## src/rtl/side_info_parser.sv

```systemverilog
// side_info_parser: deserialises a fixed 256-bit stereo side-info block (MSB first)
// into per-granule/channel fields and commits them all at once with a si_valid pulse.
`default_nettype none

module side_info_parser (
    input  logic                          clk,
    input  logic                          rst,
    input  logic                          start,
    input  logic                          axiid,
    input  logic                          axiiv,
    output logic [8:0]                    main_data_begin,
    output logic [1:0][3:0]               scfsi,
    output logic [1:0][1:0][11:0]         part2_3_length,
    output logic [1:0][1:0][8:0]          big_values,
    output logic [1:0][1:0][7:0]          global_gain,
    output logic [1:0][1:0][3:0]          scalefac_compress,
    output logic [1:0][1:0]               window_switching_flag,
    output logic [1:0][1:0]               mixed_block_flag,
    output logic [1:0][1:0]               preflag,
    output logic [1:0][1:0]               scalefac_scale,
    output logic [1:0][1:0]               count1table_select,
    output logic [1:0][1:0][1:0]          block_type,
    output logic [1:0][1:0][2:0][4:0]     table_select,
    output logic [1:0][1:0][2:0][2:0]     subblock_gain,
    output logic [1:0][1:0][3:0]          region0_count,
    output logic [1:0][1:0][2:0]          region1_count,
    output logic                          si_valid
);

    localparam logic [1:0] IDLE  = 2'd0;
    localparam logic [1:0] PARSE = 2'd1;
    localparam logic [1:0] DONE  = 2'd2;

    logic [1:0]   state;
    logic [7:0]   bit_cnt;
    logic [255:0] shadow;
    logic [255:0] frame;
    logic         accept;
    logic         last_bit;

    // The 256th bit wins over a coincident start so the frame still completes.
    assign accept   = (state == PARSE) && axiiv && (!start || (bit_cnt == 8'd255));
    assign last_bit = accept && (bit_cnt == 8'd255);
    assign frame    = {shadow[254:0], axiid};
    assign si_valid = (state == DONE);

    always_ff @(posedge clk or posedge rst) begin
        if (rst) begin
            state   <= IDLE;
            bit_cnt <= 8'd0;
            shadow  <= '0;
        end else begin
            case (state)
                IDLE: begin
                    if (start) begin
                        state   <= PARSE;
                        bit_cnt <= 8'd0;
                    end
                end
                PARSE: begin
                    if (last_bit) begin
                        state   <= DONE;
                        bit_cnt <= 8'd0;
                        shadow  <= frame;
                    end else if (start) begin
                        bit_cnt <= 8'd0;
                    end else if (accept) begin
                        bit_cnt <= bit_cnt + 8'd1;
                        shadow  <= frame;
                    end
                end
                default: state <= IDLE;
            endcase
        end
    end

    logic [8:0]                n_mdb;
    logic [1:0][3:0]           n_scfsi;
    logic [1:0][1:0][11:0]     n_p23;
    logic [1:0][1:0][8:0]      n_bv;
    logic [1:0][1:0][7:0]      n_gg;
    logic [1:0][1:0][3:0]      n_sfc;
    logic [1:0][1:0]           n_wsf, n_mixed, n_pre, n_sfs, n_c1;
    logic [1:0][1:0][1:0]      n_bt;
    logic [1:0][1:0][2:0][4:0] n_ts;
    logic [1:0][1:0][2:0][2:0] n_sbg;
    logic [1:0][1:0][3:0]      n_r0;
    logic [1:0][1:0][2:0]      n_r1;
    logic [58:0]               grp;
    logic [21:0]               body;

    // Fixed layout: 9 mdb + 3 private + 8 scfsi, then four 59-bit groups from bit 235 down.
    always_comb begin
        n_mdb      = frame[255:247];
        n_scfsi[0] = frame[243:240];
        n_scfsi[1] = frame[239:236];
        n_p23 = '0;  n_bv = '0;    n_gg = '0;  n_sfc = '0;
        n_wsf = '0;  n_mixed = '0; n_pre = '0; n_sfs = '0; n_c1 = '0;
        n_bt  = '0;  n_ts = '0;    n_sbg = '0; n_r0 = '0;  n_r1 = '0;
        grp   = '0;
        body  = '0;
        for (int g = 0; g < 4; g++) begin
            grp  = frame[235 - 59*g -: 59];
            body = grp[24:3];
            n_p23[g[1]][g[0]] = grp[58:47];
            n_bv [g[1]][g[0]] = grp[46:38];
            n_gg [g[1]][g[0]] = grp[37:30];
            n_sfc[g[1]][g[0]] = grp[29:26];
            n_wsf[g[1]][g[0]] = grp[25];
            n_pre[g[1]][g[0]] = grp[2];
            n_sfs[g[1]][g[0]] = grp[1];
            n_c1 [g[1]][g[0]] = grp[0];
            if (grp[25]) begin
                n_bt   [g[1]][g[0]]    = body[21:20];
                n_mixed[g[1]][g[0]]    = body[19];
                n_ts   [g[1]][g[0]][0] = body[18:14];
                n_ts   [g[1]][g[0]][1] = body[13:9];
                n_sbg  [g[1]][g[0]][0] = body[8:6];
                n_sbg  [g[1]][g[0]][1] = body[5:3];
                n_sbg  [g[1]][g[0]][2] = body[2:0];
            end else begin
                n_ts[g[1]][g[0]][0] = body[21:17];
                n_ts[g[1]][g[0]][1] = body[16:12];
                n_ts[g[1]][g[0]][2] = body[11:7];
                n_r0[g[1]][g[0]]    = body[6:3];
                n_r1[g[1]][g[0]]    = body[2:0];
            end
        end
    end

    always_ff @(posedge clk or posedge rst) begin
        if (rst) begin
            main_data_begin       <= '0;
            scfsi                 <= '0;
            part2_3_length        <= '0;
            big_values            <= '0;
            global_gain           <= '0;
            scalefac_compress     <= '0;
            window_switching_flag <= '0;
            mixed_block_flag      <= '0;
            preflag               <= '0;
            scalefac_scale        <= '0;
            count1table_select    <= '0;
            block_type            <= '0;
            table_select          <= '0;
            subblock_gain         <= '0;
            region0_count         <= '0;
            region1_count         <= '0;
        end else if (last_bit) begin
            main_data_begin       <= n_mdb;
            scfsi                 <= n_scfsi;
            part2_3_length        <= n_p23;
            big_values            <= n_bv;
            global_gain           <= n_gg;
            scalefac_compress     <= n_sfc;
            window_switching_flag <= n_wsf;
            mixed_block_flag      <= n_mixed;
            preflag               <= n_pre;
            scalefac_scale        <= n_sfs;
            count1table_select    <= n_c1;
            block_type            <= n_bt;
            table_select          <= n_ts;
            subblock_gain         <= n_sbg;
            region0_count         <= n_r0;
            region1_count         <= n_r1;
        end
    end

endmodule

`default_nettype wire

```

## config.mk

```make
export PLATFORM = sky130hd
export DESIGN_NAME = side_info_parser
export DESIGN_NICKNAME = d
export VERILOG_FILES = /design/src/rtl/side_info_parser.sv
export SDC_FILE = /design/constraint.sdc
export NUM_CORES = 1
export LEC_CHECK = 0
export ABC_AREA = 1
export CORE_ASPECT_RATIO = 1.75
export CORE_MARGIN = 3
export CORE_UTILIZATION = 54
export DETAILED_ROUTE_END_ITERATION = 7
export PLACE_DENSITY = 0.79
export RECOVER_POWER = 100
export SKIP_CTS_REPAIR_TIMING = 1
export SKIP_LAST_GASP = 1
export SYNTH_ARGS = -nofsm -noshare
export SYNTH_HDL_FRONTEND = slang
export SYNTH_SLANG_ARGS = --single-unit
```

## constraint.sdc

```tcl
create_clock -name clk -period 26.3 [get_ports clk]
set_input_delay 3.945 -clock clk [delete_from_list [all_inputs] [get_ports clk]]
set_output_delay 3.945 -clock clk [all_outputs]
set_load 0.005 [all_outputs]
```

# == Word level (Yosys, flattened, before mapping) ==
# Index checks and enable logic that the tools add are counted.
# Widths: inputs -> output; s select.
# word_totals
ff_bits,566
memories,0
input_bits,5
mem_bits_rw,0
romBits,0
latch_bits,0
# op_classes
bitwise,0
reduce_logical,11
n_shift,0
mul,0
mux,39
addsub,1
n_eq_ne,7
n_lt_le_gt_ge,0
div,0
# op_table
operator,count
$mux 255,3
$mux 10,4
$mux 9,4
$mux 8,4
$mux 5,4
$mux 4,4
$pmux 8 s2,1
$mux 2,6
$mux 3,4
$add 8x1->8 const B,1
$eq 8x8->1 const B,1
$reduce_and 3->1,2
$mux 1,4
$ne 2x2->1 const B,2
$ne 4x4->1 const B,1
$pmux 2 s2,1
$reduce_bool 2->1,2
$logic_and 1x1->1,3
$eq 2x1->1 const B,1
$eq 2x2->1 const B,1
$logic_not 2->1,1
$ne 2x1->1 const B,1
$reduce_and 2->1,1
$logic_not 1->1,1
$logic_or 1x1->1,1

# == Depth between registers and ports, before layout ==
# logic_depth
ltp_word,7
ltp_mapped,10

# == Worst setup path after synthesis ==
# OpenSTA, ideal clock, no wires.
# synth_path
path_kind,input port to flip-flop
start,input port axiiv
end,register big_values[18] in the netlist's numbering
path_slack_ns,21.399
stages,9
t_arrival_ns,4.775
cell_sequence,inv_1 > nor2_4 > inv_1 > nor2_1 > nand2_1 > buf_2 > buf_2 > nand2_1 > o21ai_0
# synth_via
elab_chain_cells,3
# synth_rtl
item,line,rtl
from (decl),10,"input logic axiiv,"
$logic_and 1x1->1 (2 in series),42,assign accept = (state == PARSE) && axiiv && (!start || (bit_cnt == 8'd255));
$logic_and 1x1->1,43,assign last_bit = accept && (bit_cnt == 8'd255);
to (signal assigned),153,big_values <= n_bv;
to (decl),14,"output logic [1:0][1:0][8:0] big_values,"
# No other way between the ends.
# A chain may end at the register's enable or synchronous reset.

==> summary.md <==
| Metric | Value |
|---|---|
| CP arrival | `between 10 and 15 ns` |
| H-Tree Depth | `2` |
| Sequential-to-total area share from yosys stat | `between 60% and 70%` |
| Fin Hold WS | `0.476 ns` |
| DR WL/cell | `16.4 um` |
| PD cells | `roughly 73 nW/um2` |
| Initial Util | `55.3%` |
| Hold_sp | `region0_count[12]` |
| Number of core rows | `95` |
| Multi-input gate area | `around 5700 um2` |
| Tcrit/Tclk final | `between 50% and 60%` |
| Switching Share | `between 20% and 30%` |
| Worst endpoint required time | `about 27 ns` |
| Hold Path End | `region0_count[12]` |
| CP max-delay cell | `clkinvlp_2` |
| Hold Violations, Final | `0` |
| Nets | `between 2,000 and 2,500` |
| Via/cell ratio | `5.29` |
| Register clock-pin slew on the reported worst setup and hold paths | `around 0.060 ns` |
| Pin count of the biggest net entering global routing | `~290` |
| CP Capture Type | `async pin` |
| Comb power frac | `8.8%` |
| Post-Synthesis Cells | `2,217` |
| Crit path cell chain | `dlygate4sd3_1 > clkinvlp_2 > clkbuf_1 > clkbuf_1 > buf_4` |
| Library cells used by synthesis | `24` |
| Reg power frac | `a little over half` |
| Rel. slew slack | `-563%` |
| Max-capacitance violation count | `13` |
| Die area | `~42,000 um2` |
| CTS Sinks | `around 570` |
| Critical Path Most Common Cell | `clkbuf_1` |
| CP Buf/Inv Count | `5` |
| # IOs | `slightly above 300` |
| CTS root buffer | `clkbuf_16` |
| Cts bufs inserted | `50` |
| Status | `complete, but fails checks` |
| Synth Cell Area | `21,400 um2` |
| FF-to-FF Start | `bit_cnt[0]` |
| Overall Global Routing Usage | `between 20% and 30%` |
| Syn avg cell area | `slightly below 10 um2` |
| Worst R2R Path Depth | `6` |
| Number of DRC markers in iteration 0 | `~1,200` |
| DRC | `0` |
| Final setup fails | `0` |
| Critical path's top delay family | `buffers and inverters` |
| Maximum vdd drop | `0.0646 mV` |
| Worst-Skew Late Latency | `~0.56 ns` |
| Crit-path max FO | `138` |
| DP HPWL | `~32 mm` |
| Fraction of layout cells with a size suffix above 1 | `about 3.5%` |
| Reg-to-reg critical path endpoint | `part2_3_length[41]` |
| CP peak stage delay | `approximately 3.2 ns` |
| Crit path launch type | `input port` |
| Worst-Margin Slew | `about 10 ns` |
| Vias | `15,749` |
| DIE WIDTH | `around 160 um` |
| Final Max Tran Viols | `roughly 1,600` |
| Routed Antenna Nets | `0` |
| Min-Delay Path Depth | `2` |
| Die H | `between 200 and 300 um` |
| CTS Buffer Depth | `3` |
| Syn_nets | `2,223` |
| Area growth from synthesis to layout | `22.2%` |
| Total length of routed wires | `between 40 and 50 mm` |
| TritonCTS clock tree | `built` |
| First-pass GRT wire length | `80.3 mm` |
| Number of synthesized register bits | `~570` |
| Port Buffer Count | `306` |
| Number of global-route vias before repair | `approximately 15,000` |
| Max frequency | `approximately 73 MHz` |
| Core ar. | `38,700 um2` |
| RSZ-0062 raised after global routing | `false` |
| Sw Pwr | `0.485 mW` |
| First-pass DRT Iterations | `5` |
| Antenna cell count | `0` |
| RePlAce Congestion | `between 0.7 and 0.8` |
| Sum Neg Setup Slack | `0 ns` |
| FF/Latch Area | `approximately 14,000 um2` |
| Total gr overflow | `0` |
| Clock power share | `roughly two fifths` |
| Hold crit path type | `flip-flop to flip-flop` |
| Failing checks | `max-capacitance violations, max-slew violations` |
| Levels on crit path | `5` |
| Initial antenna violation count | `0` |
| Ys Warns | `0` |
| WS Path Type | `input port to async pin` |
| Leakage | `around 13 nW` |
| Reg2Reg Setup Slack | `~17 ns` |
| P_int | `about 1.4 mW` |
| Final min period | `13.70 ns` |
| Max Clock Skew | `between 0.01 and 0.015 ns` |
| Filler instances | `between 2,000 and 3,000` |
-- layout make-up --
type	count	area share, %
Clock buffer	77	5.79
Clock inverter	12	0.574
Inverter	250	3.59
Multi-Input combinational cell	1268	21.7
Sequential cell	566	54.1
Tap cell	485	2.32
Timing Repair Buffer	319	11.9
-- sequential cells by signal, indices dropped and copies added (netlist names), 8 cells and up --
name               cells
subblock_gain         36
main_data_begin        9
scfsi                  8
bit_cnt                8
big_values            36
region1_count         12
scalefac_compress     16
global_gain           32
shadow               255
part2_3_length        48
table_select          60
region0_count         16
block_type             8
-- cell usage after synthesis, drive strengths merged --
cell | n | area, um2
nand2 | 618 | 2320
dfrtp | 566 | 14200
o21ai | 534 | 2680
inv | 250 | 938
buf | 106 | 532
o31ai | 40 | 300
nor2 | 36 | 150
clkbuf | 27 | 101
a21oi | 22 | 110
nand3 | 10 | 55.1
o21bai | 2 | 15.0
xor2 | 2 | 17.5
ha | 1 | 12.5
nand4 | 1 | 6.26
nor3 | 1 | 10.0
o22ai | 1 | 6.26
-- power by group through the flow --
stage / Clock, mW / Sequential [mW] / Combinational, mW
floorplan: 0 / 1.00 / 0.147
global placement: 0 / 1.02 / 0.173
global route: 0.791 / 1.02 / 0.204
CTS: 0.757 / 1.01 / 0.185
detailed placement: 0 / 1.02 / 0.182
finish: 0.741 / 1.01 / 0.169
-- worst max-delay path by stage --
stage / from / endpoint / slack (ns)
floorplan: rst / big_values[0] / 6.52
global placement: rst / big_values[21] / 18.63
detailed placement: rst / big_values[23] / 18.52
CTS: rst / shadow[100] / 19.15
global route: rst / shadow[99] / 10.62
finish: rst / shadow[99] / 12.60
-- metrics by stage --
| step | instance area, um2 | util (%) | std cells | power (mW) | setup WS (ns) |
|---|---|---|---|---|---|
| global route | 26200 | 67.5 | 2977 | 2.01 | 10.62 |
| finish | 26200 | 67.5 | 2977 | 1.92 | 12.60 |
| floorplan | 21400 | - | 2217 | 1.15 | 6.52 |
| global placement | 24600 | 63.5 | 2888 | 1.19 | 18.63 |
| detailed placement | 24600 | 63.5 | 2888 | 1.20 | 18.52 |
| CTS | 26300 | 67.8 | 2977 | 1.95 | 19.15 |
-- placed cells by master (no fill, tap or decap) --
| cell | n |
|---|---|
| clkbuf_16 | 53 |
| xor2_1 | 2 |
| nor2_1 | 35 |
| clkbuf_1 | 25 |
| nand2_2 | 2 |
| o21ai_4 | 1 |
| ha_1 | 1 |
| clkbuf_8 | 10 |
| clkdlybuf4s50_1 | 2 |
| inv_1 | 246 |
| a21oi_1 | 22 |
| clkinv_2 | 5 |
| nand3_1 | 10 |
| inv_6 | 1 |
| nor2_4 | 1 |
| clkinvlp_2 | 1 |
| o31ai_1 | 40 |
| o21ai_1 | 5 |
| nand2_1 | 616 |
| dlygate4sd3_1 | 304 |
| o21ai_0 | 528 |
| bufinv_16 | 3 |
| clkinvlp_4 | 2 |
| dfrtp_1 | 566 |
| o21bai_1 | 2 |
| inv_8 | 1 |
| inv_2 | 3 |
| nor3_2 | 1 |
| nand4_1 | 1 |
| buf_4 | 2 |
| o22ai_1 | 1 |
-- cell families after synthesis --
group	Yosys count	share of synthesized area, %
AO/OA/AOI/OAI	599	14.5
XOR/XNOR	2	0.0818
adder cells (fa/ha/maj)	1	0.0584
buffers and inverters	383	7.34
flip-flops	566	66.1
AND/OR/NAND/NOR	666	11.9
-- tightest hold or removal path, cell delays in order (launching register included) --
cell and delay (ns):
dfrtp_1 0.34, nand2_1 0.05, o31ai_1 0.05
-- layer usage --
layer  up-vias  share of wire (%)  routed length, um  GRT usage (%)
met4         0                4.1               2020           9.32
met5         -                  0                  0              0
met2       470                 50              24600           39.3
met3       107                6.2               3040           4.93
met1      7662                 39              19100           29.0
li1       7510                  -                  -              -
No activity file was read; power rests on OpenSTA's default activity.
